<file path="src/rtl/csa_shared_seq.sv">
// csa_shared_seq: round-robin sequencer sharing one 32-bit carry-select
// adder between two requesters; multi-word add/sub, one word per cycle.

module csa_32bits (
    input  logic [31:0] a,
    input  logic [31:0] b,
    input  logic        c_in,
    output logic [31:0] sum,
    output logic        c_out
);
    logic [16:0] lo;
    logic [16:0] hi0;
    logic [16:0] hi1;

    // upper half precomputed for both carries, selected by the low carry
    always_comb begin
        lo    = {1'b0, a[15:0]} + {1'b0, b[15:0]} + {16'd0, c_in};
        hi0   = {1'b0, a[31:16]} + {1'b0, b[31:16]};
        hi1   = {1'b0, a[31:16]} + {1'b0, b[31:16]} + 17'd1;
        sum   = {lo[16] ? hi1[15:0] : hi0[15:0], lo[15:0]};
        c_out = lo[16] ? hi1[16] : hi0[16];
    end
endmodule

module csa_shared_seq #(
    parameter int WORDS = 2
) (
    input  logic                  clk,
    input  logic                  rst_n,
    input  logic                  req0_valid,
    output logic                  req0_ready,
    input  logic [32*WORDS-1:0]   req0_a,
    input  logic [32*WORDS-1:0]   req0_b,
    input  logic                  req0_sub,
    input  logic                  req1_valid,
    output logic                  req1_ready,
    input  logic [32*WORDS-1:0]   req1_a,
    input  logic [32*WORDS-1:0]   req1_b,
    input  logic                  req1_sub,
    output logic                  rsp_valid,
    input  logic                  rsp_ready,
    output logic                  rsp_id,
    output logic [32*WORDS-1:0]   rsp_sum,
    output logic                  rsp_cout,
    output logic                  rsp_ovf
);
    localparam int N = 32 * WORDS;

    typedef enum logic [1:0] {
        IDLE,
        RUN,
        DONE
    } state_t;

    state_t       state_q, state_d;
    logic         rr_q, rr_d;
    logic         id_q, id_d;
    logic         c_q, c_d;
    logic [1:0]   k_q, k_d;
    logic [N-1:0] a_q, a_d;
    logic [N-1:0] b_q, b_d;
    logic [N-1:0] sum_q, sum_d;

    logic         gnt0, gnt1;
    logic         sub_sel;
    logic [31:0]  add_a, add_b, add_s;
    logic         add_co;

    csa_32bits u_csa (
        .a     (add_a),
        .b     (add_b),
        .c_in  (c_q),
        .sum   (add_s),
        .c_out (add_co)
    );

    always_comb begin
        gnt0       = req0_valid && (!req1_valid || !rr_q);
        gnt1       = req1_valid && (!req0_valid || rr_q);
        sub_sel    = 1'b0;
        add_a      = '0;
        add_b      = '0;
        for (int i = 0; i < WORDS; i++) begin
            if (k_q == 2'(i)) begin
                add_a = a_q[32*i +: 32];
                add_b = b_q[32*i +: 32];
            end
        end
        state_d    = state_q;
        rr_d       = rr_q;
        id_d       = id_q;
        c_d        = c_q;
        k_d        = k_q;
        a_d        = a_q;
        b_d        = b_q;
        sum_d      = sum_q;
        req0_ready = 1'b0;
        req1_ready = 1'b0;
        unique case (state_q)
            IDLE: begin
                req0_ready = rst_n && gnt0;
                req1_ready = rst_n && gnt1;
                if (gnt0 || gnt1) begin
                    sub_sel = gnt1 ? req1_sub : req0_sub;
                    id_d    = gnt1;
                    a_d     = gnt1 ? req1_a : req0_a;
                    b_d     = (gnt1 ? req1_b : req0_b) ^ {N{sub_sel}};
                    c_d     = sub_sel;
                    k_d     = 2'd0;
                    state_d = RUN;
                end
            end
            RUN: begin
                for (int i = 0; i < WORDS; i++) begin
                    if (k_q == 2'(i)) sum_d[32*i +: 32] = add_s;
                end
                c_d = add_co;
                if (k_q == 2'(WORDS - 1)) state_d = DONE;
                else k_d = k_q + 2'd1;
            end
            DONE: begin
                if (rsp_ready) begin
                    rr_d    = ~id_q;
                    state_d = IDLE;
                end
            end
            default: state_d = IDLE;
        endcase
    end

    always_ff @(posedge clk) begin
        if (!rst_n) begin
            state_q <= IDLE;
            rr_q    <= 1'b0;
            id_q    <= 1'b0;
            c_q     <= 1'b0;
            k_q     <= 2'd0;
            a_q     <= '0;
            b_q     <= '0;
            sum_q   <= '0;
        end else begin
            state_q <= state_d;
            rr_q    <= rr_d;
            id_q    <= id_d;
            c_q     <= c_d;
            k_q     <= k_d;
            a_q     <= a_d;
            b_q     <= b_d;
            sum_q   <= sum_d;
        end
    end

    assign rsp_valid = (state_q == DONE);
    assign rsp_id    = id_q;
    assign rsp_sum   = sum_q;
    assign rsp_cout  = c_q;
    assign rsp_ovf   = (a_q[N-1] == b_q[N-1]) && (sum_q[N-1] != a_q[N-1]);
endmodule

</file>
<file path="config.mk">
export PLATFORM = sky130hd
export DESIGN_NAME = csa_shared_seq
export DESIGN_NICKNAME = d
export VERILOG_FILES = /design/src/rtl/csa_shared_seq.sv
export SDC_FILE = /design/constraint.sdc
export NUM_CORES = 1
export LEC_CHECK = 0
export ABC_AREA = 1
export BUFFER_PORTS_ARGS = -buffer_cell sky130_fd_sc_hd__buf_2
export CAP_MARGIN = 20
export CORE_ASPECT_RATIO = 0.9
export CORE_UTILIZATION = 57
export DETAILED_ROUTE_END_ITERATION = 6
export GPL_TIMING_DRIVEN = 0
export HOLD_SLACK_MARGIN = 0.02
export PLACE_DENSITY = 0.85
export SYNTH_ARGS = -nofsm -noshare
export SYNTH_HDL_FRONTEND = slang
export SYNTH_SLANG_ARGS = --single-unit
</file>
<file path="constraint.sdc">
create_clock -name clk -period 10.75 [get_ports clk]
set_input_delay 2.15 -clock clk [delete_from_list [all_inputs] [get_ports clk]]
set_output_delay 2.15 -clock clk [all_outputs]
set_load 0.01 [all_outputs]
</file>
---- Yosys cells after proc, flatten, opt, wreduce, memory -nomap -nowiden ----
Cells that the tools add are included.
word-level totals
  flip-flop bits (word level) ............. 199
  word-level logic and storage cells ...... 66
  output and inout bits ................... 70
  bits of input ports ..................... 263
operators by class
  reduce and logical (&&, ||, !) cells .... 21
  add/sub/neg operators ................... 5
  eq/ne operators ......................... 9
  mux-type cells .......................... 20
  bitwise logic cells ..................... 2
operator list
  operator                                       count
  two-way mux 32 bit                             4
  two-way mux 64 bit                             2
  bitwise XOR 64 bit                             1
  adder 16 x 16 -> 17 bit                        2
  adder 17 x 1 -> 17 bit                         1
  adder 17 x 1 -> 17 bit, second input constant  1
  two-way mux 16 bit                             1
  two-way mux 2 bit                              5
  AND reduction 2 bit                            5
  != test 2 bit, second input constant           3
  case mux 2 bit (3 select lines)                1
  AND reduction 3 bit                            2
  logical AND 1 bit                              5
  two-way mux 1 bit                              5
  == test 2 x 1 -> 1 bit, second input constant  2
  zero test 2 bit                                2
  case mux 2 bit (2 select lines)                1
  zero test 1 bit                                3
  logical OR 1 bit                               3
  adder 2 x 1 -> 2 bit, second input constant    1
  == test 2 bit, second input constant           1
  != test 2 x 1 -> 1 bit, second input constant  1
  case mux 1 bit (2 select lines)                1
  nonzero test 2 bit                             1
  other kinds (3)                                3

---- Logic depth before layout (Yosys ltp) ----
  depth in word-level cells ............... 7
  gate-level depth with buffers ........... 26
  gate-level depth less buffers ........... 25

---- By module ----
From an unflattened synthesis, not the netlist that was laid out.
unflattened totals
  cell total of the unflattened synthesis .. 2,476
  area, all modules ....................... 14,557.7 um^2
modules (own cells, without submodules)
  module          instances  cells each  sequential area each (um^2)  area each (um^2)
  csa_shared_seq  1          2,055       3,983.8                      12,209.2
  csa_32bits      1          421         0.0                          2,348.5

---- Least setup slack after synthesis ----
No wires, ideal clock.
  kind .................................... input to output
  start ................................... input port req1_valid
  end ..................................... output port req1_ready
  arrival ................................. 2.836 ns
  buffers on the path ..................... 1
  stages .................................. 5
  data required time ...................... 8.600 ns
  setup slack ............................. 5.764 ns
  path through ............................ inv_1 -> o21ai_1 -> inv_1 -> clkbuf_1 -> nor2_1
between the ends
  longest elaborated chain between the ends .. 3
RTL lines
  what               RTL line  RTL
  from (decl)        35        input logic req1_valid,
  logical AND 1 bit  79        gnt1 = req1_valid && (!req0_valid || rr_q);
  logical AND 1 bit  102       req1_ready = rst_n && gnt1;
  two-way mux 1 bit  99        unique case (state_q)
  to (decl)          36        output logic req1_ready,
Every way passes these cells.

---- Worst setup path after layout ----
  start ................................... input port rst_n
  end ..................................... output port req1_ready
between the ends
  longest elaborated chain between the ends .. 2
RTL lines
  what               RTL line  RTL
  from (decl)        29        input logic rst_n,
  logical AND 1 bit  102
  two-way mux 1 bit  99
Every way passes these cells.

==> results.json <==
{
  "run_status": "complete, no violations",
  "dieWidth_um": 153,
  "p_leak_nw": 7.48,
  "ir_worst_vdd_mv": 0.124,
  "ys_ff_latch": 199,
  "min_to": "rr_q",
  "postPlaceCellArea_sq_mm": 0.0137,
  "fin_area_sq_mm": 0.0143,
  "end_kind": "primary output",
  "clock-sinks": 199,
  "clock_skew_ps": 12.4,
  "synthArstFlopShare_pct": 0,
  "io_buffers": 332,
  "cts_tree": "yes",
  "grt_pass1_wl_mm": 60.6,
  "htree_levels": 4,
  "rrSetupSlack_ps": 6330,
  "cts_hold_buffers": 0,
  "yosysWarnings": 0,
  "slowest_delay_ps": 610,
  "cp_top_family": "buffers and inverters",
  "timing.final.crit_share_pct": 53.6,
  "ant_nets": 0,
  "routed_via_density": 5.69,
  "rsz0062_at_grt": "false",
  "synth_top_family_by_area": "compound AO/OA/AOI/OAI gates",
  "drive_gt1_share_pct": 20.7,
  "fin_tns_setup_ps": 0,
  "fmax_mhz": 174,
  "core_area_sq_mm": 0.0201,
  "regToRegEndpoint": "rsp_cout",
  "die_h_um": 138,
  "yosys.area_share.adder_pct": 4.14,
  "num_io_pins": 333,
  "clk_pin_slew_worst_paths_ps": 70,
  "avgSynthCellArea_sq_um": 7.31,
  "synth-main-ff-cell": "dfxtp_1",
  "synthMuxAreaShare_pct": 5.55,
  "synth_compound_area_share_pct": 24.0,
  "yosys.area_share.simple_pct": 13.9,
  "synth_commonest_cells": "nand2_1 (267), inv_1 (237), dfxtp_1 (199), o21ai_0 (178), a21oi_1 (111)",
  "path_common_cell": "buf_2",
  "grt_overflow": 0,
  "drt_iter0_markers": 1204,
  "post-cts-setup-buffers": 0,
  "worstSkewPairLatency_ps": 440,
  "placementRows": 49,
  "dieArea_sq_mm": 0.0212,
  "hold_start": "rsp_id",
  "path_buf_inv": 3,
  "drc": 0,
  "syn_area_sq_mm": 0.0117,
  "report.final.slew_viol_count": 0,
  "critPathSlowestCell": "clkbuf_1",
  "worstPathArrival_ps": 3610,
  "wl_mm": 39.2,
  "wl_per_cell_um": 17.6,
  "worst_pin_slew_ps": 779,
  "root_buffer": "clkbuf_16",
  "crit_required_ps": 8600,
  "synth_top_area_share_pct": 33.9,
  "syn_nets": 1905,
  "fin_crit_ps": 5760,
  "synth_cell_types": 52,
  "setup_violations": 0,
  "relSlewSlack_pct": 48.1,
  "crit_start": "rst_n",
  "area.growth.synth_to_final_pct": 21.9,
  "synth-xor-area-share_pct": 6.84,
  "hold_class": "flip-flop to flip-flop",
  "path_cells": "buf_2 -> clkbuf_1 -> nand2_1 -> nor2_1 -> buf_2",
  "hold_depth": 1,
  "synthTopCellsByArea": "dfxtp_1 (34%), nand2_1 (8.5%), o21ai_0 (7.6%)",
  "synth-edff-count": 0,
  "initial_core_util_pct": 58.4,
  "final_nets": 2256,
  "first_pass_iters": 6,
  "dp_hpwl_mm": 30.7,
  "ys_seq_area_share_pct": 33.9,
  "crit_type": "input pin to primary output",
  "crit_fanout": 10,
  "grt_usage_pct": 36.6,
  "cts_buffer_depth": 2,
  "p_per_area_mw_per_mm2": 166,
  "numCtsBuffers": 17,
  "grt_max_degree": 20,
  "startpoint_type": "input pin",
  "reg2reg_from": "k_q[1]",
  "gp_congestion": 0.917,
  "hold_viol_final": 0,
  "synth_area_leader_cell": "dfxtp_1",
  "max-cap-violations": 0,
  "cts-resized-gates": 0,
  "antenna_found_initial": 1,
  "grt_pass1_vias": 11900,
  "synthCells": 1605,
  "ff2ff_path_depth": 23,
  "routed-via-count": 12700,
  "synth_most_common_cell": "nand2_1"
}
where the power goes:
group          internal, mW  switching, mW  total, mW
Sequential            0.833         0.0436      0.877
Clock                 0.331          0.315      0.647
Combinational         0.301          0.556      0.857
flip-flops by register name, summed over array words and instances, names as in the netlist:
register / cells
state_q: 2
rsp_cout: 1
b_q: 64
rr_q: 1
rsp_id: 1
k_q: 2
rsp_sum: 64
a_q: 64
final cells by class:
class	count	area, sq um
clock buffers	18	429
repair buffers	332	1660
flip-flops and latches	199	3980
well taps	255	319
fillers	1708	5800
inverters	242	908
plain buffers	102	453
multi-input cells	1062	6390
clock inverters	14	156
diodes	3	7.51
per-stage QoR:
stage | util, % | cells | hold WS, ps | setup WS, ps | power, mW
floorplan | - | 1605 | 463 | 5760 | 1.44
global placement | 68.2 | 2192 | 452 | 5010 | 1.70
detailed placement | 68.2 | 2192 | 452 | 5040 | 1.72
CTS | 71.1 | 2224 | 464 | 5050 | 2.36
global route | 71.1 | 2225 | 495 | 4970 | 2.49
finish | 71.2 | 2227 | 474 | 4990 | 2.38
worst register-to-register path: stages, from the launching register on:
cell,delay [ps]
dfxtp_1,310
inv_1,60
ha_1,170
clkbuf_1,160
nor2_1,380
inv_1,210
clkbuf_1,330
o22ai_1,330
fa_1,260
inv_1,70
fa_1,470
o21ai_2,220
nand3_1,110
nand2_2,120
nand2_1,160
nand2_2,210
nand3_4,130
nor2_2,160
nand2_1,70
nand2_1,50
nand2_1,110
nand2_1,90
nand2_1,60
a21oi_2,100
layout by cell type (no fill, tap or decap), types with 32 or more instances in the layout:
cell type and count:
buf_2 342, nand2_1 267, inv_1 237, dfxtp_1 199, o21ai_0 178, a21oi_1 111, clkbuf_1 81, xor2_1 80
a31oi_1 66, mux2i_1 64, nor2_1 42, nand3_1 42, o21bai_1 34, ha_1 34, o22ai_1 32
layer usage:
layer | wire length [um] | share of wire, % | up-vias | global-route usage, %
li1 | - | - | 6035 | -
met1 | 15600 | 40 | 5737 | 45.1
met2 | 18500 | 47 | 767 | 62.3
met3 | 3550 | 9.0 | 126 | 6.71
met4 | 1540 | 3.9 | 0 | 16.1
met5 | 0 | 0 | - | 0
worst max path at each step:
stage | end | slack (ps) | cells past startpoint
6_report | req1_ready | 4990 | 5
5_1_grt | req1_ready | 4970 | 7
4_1_cts | req1_ready | 5050 | 7
3_5_place_dp | req1_ready | 5040 | 7
3_3_place_gp | req1_ready | 5010 | 5
2_1_floorplan | req1_ready | 5760 | 5
kinds of logic (layout without fill, tap and decap cells):
kind of cell             count (synthesis)  in the layout
other                                    0              3
AND/OR/NAND/NOR                        383            383
multiplexers                            65             65
flip-flops                             199            199
AO/OA/AOI/OAI                          487            487
adder cells (fa/ha/maj)                 37             37
XOR/XNOR                                90             90
buffers and inverters                  344            708
(Power assumes the default switching activity.)
